<file path="config.mk">
export PLATFORM = sky130hd
export DESIGN_NAME = m3_dequant_zz_writer
export DESIGN_NICKNAME = d
export VERILOG_FILES = /design/src/rtl/m3_dequant_zz_writer.sv
export SDC_FILE = /design/constraint.sdc
export NUM_CORES = 1
export LEC_CHECK = 0
export BUFFER_PORTS_ARGS = -buffer_cell sky130_fd_sc_hd__buf_4
export CAP_MARGIN = 10
export CORE_MARGIN = 5
export CORE_UTILIZATION = 35
export DETAILED_ROUTE_END_ITERATION = 10
export PLACE_DENSITY_LB_ADDON = 0.1
export SETUP_SLACK_MARGIN = 0.02
export SLEW_MARGIN = 20
export SYNTH_ARGS = -nofsm -noshare
export SYNTH_HDL_FRONTEND = slang
export SYNTH_SLANG_ARGS = --single-unit
</file>
<file path="constraint.sdc">
create_clock -name CLOCK_50_I -period 4.55 [get_ports CLOCK_50_I]
set_input_delay 0.6825 -clock CLOCK_50_I [delete_from_list [all_inputs] [get_ports CLOCK_50_I]]
set_output_delay 0.6825 -clock CLOCK_50_I [all_outputs]
set_load 0.03 [all_outputs]
</file>
<file path="src/rtl/m3_dequant_zz_writer.sv">
// m3_dequant_zz_writer: dequantizes decoded coefficients and writes them in zig-zag order to the S' DPRAM
module m3_dequant_zz_writer #(
  parameter logic [6:0] ADDR_BASE = 7'd0,
  parameter int         VAL_W     = 9
) (
  input  logic                    CLOCK_50_I,
  input  logic                    Resetn,
  input  logic                    Block_start,
  input  logic                    Q_matrix,
  input  logic                    coef_valid,
  output logic                    coef_ready,
  input  logic [1:0]              coef_cmd,
  input  logic signed [VAL_W-1:0] coef_value,
  input  logic [2:0]              coef_run,
  output logic [6:0]              RAM_address,
  output logic [31:0]             RAM_write_data,
  output logic                    RAM_we,
  output logic                    Block_done,
  output logic                    Overrun_err
);
  typedef enum logic [2:0] {S_ZZ_IDLE, S_ZZ_ACCEPT, S_ZZ_RUN, S_ZZ_FILL, S_ZZ_DONE} state_t;
  localparam logic [5:0] ZZ [64] = '{
    6'd0,  6'd1,  6'd8,  6'd16, 6'd9,  6'd2,  6'd3,  6'd10,
    6'd17, 6'd24, 6'd32, 6'd25, 6'd18, 6'd11, 6'd4,  6'd5,
    6'd12, 6'd19, 6'd26, 6'd33, 6'd40, 6'd48, 6'd41, 6'd34,
    6'd27, 6'd20, 6'd13, 6'd6,  6'd7,  6'd14, 6'd21, 6'd28,
    6'd35, 6'd42, 6'd49, 6'd56, 6'd57, 6'd50, 6'd43, 6'd36,
    6'd29, 6'd22, 6'd15, 6'd23, 6'd30, 6'd37, 6'd44, 6'd51,
    6'd58, 6'd59, 6'd52, 6'd45, 6'd38, 6'd31, 6'd39, 6'd46,
    6'd53, 6'd60, 6'd61, 6'd54, 6'd47, 6'd55, 6'd62, 6'd63};
  state_t      state_q, state_d;
  logic [5:0]  idx_q, idx_d;
  logic [3:0]  run_q, run_d;
  logic        qsel_q, qsel_d;
  logic        ready_q, ready_d, we_q, we_d, done_q, done_d, ovr_q, ovr_d;
  logic [6:0]  addr_q, addr_d;
  logic [31:0] data_q, data_d;
  logic        xfer, wr_val, wr, last;
  logic [5:0]  pos;
  logic [3:0]  diag;
  logic [2:0]  shift;
  logic [31:0] ext;
  assign coef_ready     = ready_q;
  assign RAM_we         = we_q;
  assign RAM_address    = addr_q;
  assign RAM_write_data = data_q;
  assign Block_done     = done_q;
  assign Overrun_err    = ovr_q;
  // next-state, write issue and dequantization; Block_start overrides any transfer
  always_comb begin
    pos    = ZZ[idx_q];
    diag   = {1'b0, pos[5:3]} + {1'b0, pos[2:0]};
    shift  = qsel_q ? (diag == 4'd0 ? 3'd3 : diag <= 4'd3 ? 3'd1 : diag <= 4'd5 ? 3'd2 :
                       diag <= 4'd7 ? 3'd3 : diag <= 4'd10 ? 3'd4 : 3'd5)
                    : (diag == 4'd0 ? 3'd3 : diag == 4'd1 ? 3'd2 : diag <= 4'd3 ? 3'd3 :
                       diag <= 4'd5 ? 3'd4 : diag <= 4'd7 ? 3'd5 : 3'd6);
    ext    = {{(32-VAL_W){coef_value[VAL_W-1]}}, coef_value};
    xfer   = state_q == S_ZZ_ACCEPT && coef_valid && !Block_start;
    wr_val = xfer && coef_cmd == 2'b00;
    wr     = wr_val || state_q == S_ZZ_RUN || state_q == S_ZZ_FILL;
    last   = wr && idx_q == 6'd63;
    we_d   = wr;
    addr_d = wr ? ADDR_BASE + {1'b0, pos} : 7'd0;
    data_d = wr_val ? ext << shift : 32'd0;
    done_d = state_q == S_ZZ_DONE;
    qsel_d = Block_start ? Q_matrix : qsel_q;
    idx_d  = Block_start ? 6'd0 : wr ? idx_q + 6'd1 : idx_q;
    run_d  = xfer && coef_cmd == 2'b01 ? (coef_run == 3'd0 ? 4'd8 : {1'b0, coef_run}) :
             state_q == S_ZZ_RUN ? run_q - 4'd1 : run_q;
    ovr_d  = Block_start ? 1'b0 : ovr_q || (state_q == S_ZZ_RUN && last && run_q != 4'd1);
    state_d = Block_start ? S_ZZ_ACCEPT : last ? S_ZZ_DONE :
              state_q == S_ZZ_ACCEPT ? (xfer && coef_cmd == 2'b01 ? S_ZZ_RUN :
                                        xfer && coef_cmd == 2'b10 ? S_ZZ_FILL : S_ZZ_ACCEPT) :
              state_q == S_ZZ_RUN ? (run_q == 4'd1 ? S_ZZ_ACCEPT : S_ZZ_RUN) :
              state_q == S_ZZ_FILL ? S_ZZ_FILL : S_ZZ_IDLE;
    ready_d = state_d == S_ZZ_ACCEPT;
  end
  // state and registered outputs; reset abandons any block in flight
  always_ff @(posedge CLOCK_50_I or negedge Resetn) begin
    if (!Resetn) begin
      state_q <= S_ZZ_IDLE;
      idx_q   <= 6'd0;
      run_q   <= 4'd0;
      qsel_q  <= 1'b0;
      ready_q <= 1'b0;
      we_q    <= 1'b0;
      addr_q  <= 7'd0;
      data_q  <= 32'd0;
      done_q  <= 1'b0;
      ovr_q   <= 1'b0;
    end else begin
      state_q <= state_d;
      idx_q   <= idx_d;
      run_q   <= run_d;
      qsel_q  <= qsel_d;
      ready_q <= ready_d;
      we_q    <= we_d;
      addr_q  <= addr_d;
      data_q  <= data_d;
      done_q  <= done_d;
      ovr_q   <= ovr_d;
    end
  end
endmodule
</file>
# Word-level counts from Yosys, hierarchy flattened
# Memory sizes are Yosys's and may differ from the RTL's.
# Index checks and enable logic that the tools add are counted.
# classes
add_sub_neg	3
multipliers	0
div	0
magnitude_cmp	5
eq_ne	11
shifts	1
mux	29
n_bitwise	1
reduce_logical	17
# op_table
cell	n
32-bit 2-to-1 mux	1
32-bit by 3-bit << shifter with 32-bit output	1
3-bit 2-to-1 mux	10
6-bit 2-to-1 mux	5
2-bit 2-to-1 mux	8
4-bit 2-to-1 mux	3
4-bit by 1-bit == test with 1-bit output, second input constant	2
4-bit by 3-bit less-or-equal comparator with 1-bit output, second input constant	2
1-bit logical AND	8
7-bit greater-or-equal comparator, second input constant	1
6-bit inverter with 7-bit output	1
6-bit by 1-bit adder with 6-bit output, second input constant	1
3-bit by 1-bit == test with 1-bit output, second input constant	2
3-bit by 2-bit == test with 1-bit output, second input constant	2
6-bit == test, second input constant	1
3-bit by 3-bit adder with 4-bit output	1
4-bit by 2-bit less-or-equal comparator with 1-bit output, second input constant	1
4-bit less-or-equal comparator, second input constant	1
4-bit logical NOT	1
4-bit by 1-bit inequality test with 1-bit output, second input constant	1
2-bit nonzero test	2
4-bit by 1-bit subtractor with 4-bit output, second input constant	1
3-bit == test, second input constant	1
3-bit logical NOT	1
6 further kinds	9
# totals
register_bits	56
latch_bits	0
ram_bits	0
romBits	384
inputBits	19
word_cells	78
mem_count	1
# memory_table
name	words	word_bits	read_ports	rd_clocked_by_memory_dff	wr	line_no	text
(name not given)	64	6	1	0	0	51	pos = ZZ[idx_q];

# Longest topological paths before layout
# depth
word_depth	14
mapped_depth	19
mapped_depth_nobuf	16

# Least setup slack after synthesis
# OpenSTA, ideal clock, no wires.
# synth_path
path_kind	register -> register
from	register idx_q[0]
to	register data_q[9], in the netlist RAM_write_data[9]
setup_time_ns	0.125
arrival_time_ns	4.175
required_time_ns	4.425
path_slack_ns	0.250
path_stages_with_launch	18
path_buffers	3
path_cell_list	dfrtp_1 -> clkbuf_1 -> inv_1 -> ha_1 -> clkbuf_1 -> inv_1 -> mux4_2 -> mux4_2 -> ha_1 -> inv_1 -> fa_1 -> xor2_2 -> a21bo_2 -> a211oi_4 -> buf_6 -> mux2i_1 -> mux2i_1 -> a2bb2o_1
# synth_via
elab_chain_cells	14
word_cells_on_any_way	24
# synth_lines
element	line_no	text
start, declared	32	logic [5:0] idx_q, idx_d;
start signal, assigned	93	idx_q <= idx_d;
6-bit inverter with 7-bit output (implied by the code) (*)	51	
memory 64 x 6 bit (*)	--	
6-bit 2-to-1 mux (implied by the code) (*) (2 in a row)	51	
3-bit by 3-bit adder with 4-bit output (*)	52	diag = {1'b0, pos[5:3]} + {1'b0, pos[2:0]};
4-bit by 3-bit less-or-equal comparator with 1-bit output / 4-bit less-or-equal comparator (equally long branches)	54, 56	
2-bit 2-to-1 mux / 1-bit 2-to-1 mux (equally long branches)	56, 54	
2-bit 2-to-1 mux / 3-bit 2-to-1 mux (equally long branches)	56, 54	
3-bit 2-to-1 mux, on equally long branches (3 in a row)	55, 53	
3-bit 2-to-1 mux (*)	53	shift = qsel_q ? (diag == 4'd0 ? 3'd3 : diag <= 4'd3 ? 3'd1 : diag <= 4'd5 ? 3'd2 :
32-bit by 3-bit << shifter with 32-bit output (*)	64	data_d = wr_val ? ext << shift : 32'd0;
32-bit 2-to-1 mux (*)	64	
net data_d[9]	37	logic [31:0] data_q, data_d;
end signal, assigned	99	data_q <= data_d;
end, declared	37	
# Mark *: on every way through the listed nets, which the timed path passes. The rest lies on a longest branch. The select of a mux whose other input is x is not followed.
# A chain may end at the register's enable or synchronous reset.

# Worst setup path in the final report
# layout_path
from	register idx_q[1]
to	register data_q[9], in the netlist RAM_write_data[9]
# Same word-level chain as after synthesis.

==> out/metrics.cfg <==
[drt]
via_per_inst=4.947
wl_per_cell_um=14.46
num_vias=2261
wirelength_um=6610
drtIter0Drc=137
dr.pass1.iters=4
drc=0
final_antenna_net_count=0

[setup_path]
crit_top_cell=inv_1
path_max_fanout=14
cp_top_family=multiplexers
crit_slowest_cell=dfrtp_2
r2r-start=idx_q[1]
cp_num_cells=15
cp-startpoint=idx_q[1]
reg2regPathDepth=15
start_kind=flop
r2r-end=RAM_write_data[9]
slowest_delay_ns=0.49
path_buf_inv=4
crit_path_end_kind=flop
worstPathArrival_ns=4.39
cp-endpoint=RAM_write_data[9]
path_class=reg2reg
r2r_slack_ns=0.35
worstPathRequired_ns=4.73
worstPathCellList=inv_1 > ha_1 > inv_1 > mux4_2 > mux4_2 > ha_1 > inv_1 > fa_1 > xor2_2 > a21bo_2 > a211oi_4 > buf_4 > mux2i_1 > a21o_1 > a2bb2o_1

[clocking]
cts_root_buf=clkbuf_8
htreeDepth=2
cts-hold-fix-buffers=0
cts_buffers=5
clkLatencyLatePin_ns=0.29
clk_pin_slew_worst_paths_ns=0.08
cts_buffer_depth=2
cts_tree=yes
clkSinkCount=40

[power_and_ir_drop]
leakage_nw=1.646
vdd_drop_max_mv=0.1503
p_per_area_mw_per_mm2=298.1
p_total_mw=1.038

[placed_design]
portBuffers=60
place_area_mm2=0.003351
hpwlAfterDp_um=5028
gp_congestion=0.8248

[timing]
fmax_ghz=0.2378
setup_tns_ns=0
period_share_pct=92.40
setup_viol=0
slew_violations=0
skew_ns=0.01140
finalHoldViolations=0
worstMarginPinSlew_ns=0.7171
post-route-min-period_ns=4.204
max-slew-margin-rel_pct=52.19
rsz0062_at_grt=false

[yosys]
netlist_area_mm2=0.002892
yosysWarnings=0
synth_edf_count=0
ys_async_sr_fraction_pct=100.0
syn_avg_cell_area_um2=9.449
ys_ff_latch=40
syn_inst=306
synth-seq-area-share_pct=34.62
synth_cell_types=58
synthFlopType=dfrtp_1

[global_route]
grt_pass1_wl_um=10760
grt_max_degree=41
grt_overflow=0
grt.total_usage_pct=13.04
grt_pass1_vias=2148
antenna_found_initial=0

[die]
design.die.area_mm2=0.01018
io_pins=62
floorplan.initialDensity_pct=35.55
fp.dieW_um=100.9
row_count=33
core_mm2=0.008134
die_y_um=100.9

[final_layout]
final_nets=395
stdcell_area_mm2=0.003481
drive_gt1_share_pct=27.84
final_common_cell=buf_4
final_cell_mix=buf_4 (69), dfrtp_1 (39), nor2_1 (27)
fill_cells=788
n_antenna_cell=0
syn_to_final_growth_pct=20.38

[run]
maxCapViolCount=0

[hold_path]
min_path_type=in2async

[outcome]
outcome=finished clean

## repair_timing
item	4_1_cts	5_1_grt
gates resized for setup	0	1
setup endpoints to repair	0	4
hold endpoints to repair	0	0
setup buffers	0	0
## worst reg2reg max path, cell delays in order, from the launching register on
cell and delay [ns]:
dfrtp_2 0.49, inv_1 0.14, ha_1 0.47, inv_1 0.07, mux4_2 0.46, mux4_2 0.48
ha_1 0.21, inv_1 0.07, fa_1 0.21, xor2_2 0.11, a21bo_2 0.23, a211oi_4 0.22
buf_4 0.25, mux2i_1 0.25, a21o_1 0.16, a2bb2o_1 0.28
## worst min path at each step
stage                      startpoint           endpoint  slack [ns]  cells past startpoint
after floorplan                Resetn         Block_done        0.39                      0
after global placement    Overrun_err        Overrun_err        0.50                      2
after detailed placement  Overrun_err        Overrun_err        0.49                      2
after CTS                      Resetn  RAM_write_data[8]        0.37                      1
after global routing           Resetn  RAM_write_data[8]        0.40                      1
final                          Resetn  RAM_write_data[8]        0.35                      1
## synthesized netlist by cell type, types with 3 or more instances
master    instances  area [um^2]
o21ai_0          13        65.06
nand2_1          21        78.83
ha_1             23        287.8
buf_4            18        135.1
and2_1            7        43.79
a21o_1            4        30.03
xor2_1            6        52.55
mux2_2            5        56.30
nor2b_1           5        31.28
mux4_2            4        90.09
clkbuf_1          5        18.77
dfrtp_1          40         1001
xnor2_1           5        43.79
mux2i_1          12        120.1
buf_1             5        18.77
nand2b_1          8        50.05
inv_1            17        63.81
nor3_1            5        25.02
a21oi_1          18        90.09
o22ai_1           3        18.77
a221oi_1          3        26.28
nand3_1           6        30.03
a211oi_1          4        30.03
nor2_1           27        101.4
## sequential cells by signal (all words and copies together) (netlist names)
signal          flops
Overrun_err         1
RAM_address         6
Block_done          1
coef_ready          1
RAM_we              1
state_q             3
run_q               4
qsel_q              1
RAM_write_data     16
idx_q               6
## power breakdown
part	leakage [nW]	internal, mW	switching, mW
Combinational	1.05	0.137	0.169
Clock	0.0642	0.216	0.121
Sequential	0.531	0.376	0.0184
## stage by stage
| stage | worst slack (ns) | util [%] | hold WS [ns] | cells |
|---|---|---|---|---|
| 6_report | 0.3456 | 42.79 | 0.3537 | 457 |
| 5_1_grt | 0.1183 | 42.79 | 0.3986 | 457 |
| 4_1_cts | 0.2249 | 42.78 | 0.3699 | 457 |
| 3_5_place_dp | 0.2488 | 41.19 | 0.4906 | 450 |
| 3_3_place_gp | 0.3822 | 41.19 | 0.5038 | 450 |
| 2_1_floorplan | 0.2497 | - | 0.3869 | 307 |
## per-layer routing
| layer | wire length (um) | track usage, % | up-vias |
|---|---|---|---|
| li1 | - | - | 1133 |
| met1 | 3190 | 19.05 | 1067 |
| met2 | 2985 | 19.80 | 57 |
| met3 | 389 | 2.976 | 4 |
| met4 | 44 | 2.556 | 0 |
| met5 | 0 | 0 | - |
## cell type report
cell class                      count  area [um^2]  area share [%]
Clock buffer                        5        68.82           1.977
Clock inverter                      2        60.06           1.725
Inverter                           17        63.81           1.833
Multi-Input combinational cell    219         1637           47.02
Sequential cell                    40         1002           28.79
Tap cell                          105        131.4           3.774
Timing Repair Buffer               69        518.0           14.88
## cells by family (layout without fill, tap and decap cells)
family          after synthesis  in the layout  synth area share [%]
other cells                   1              2                0.1297
buf+inv                      48             93                 8.914
mux                          22             22                 9.736
fa+ha+maj                    24             24                 10.64
xor+xnor                     12             12                 3.894
simple gates                 93             93                 16.23
flops                        40             40                 34.62
compound gates               66             66                 15.84
No activity file was read; power rests on OpenSTA's default activity.
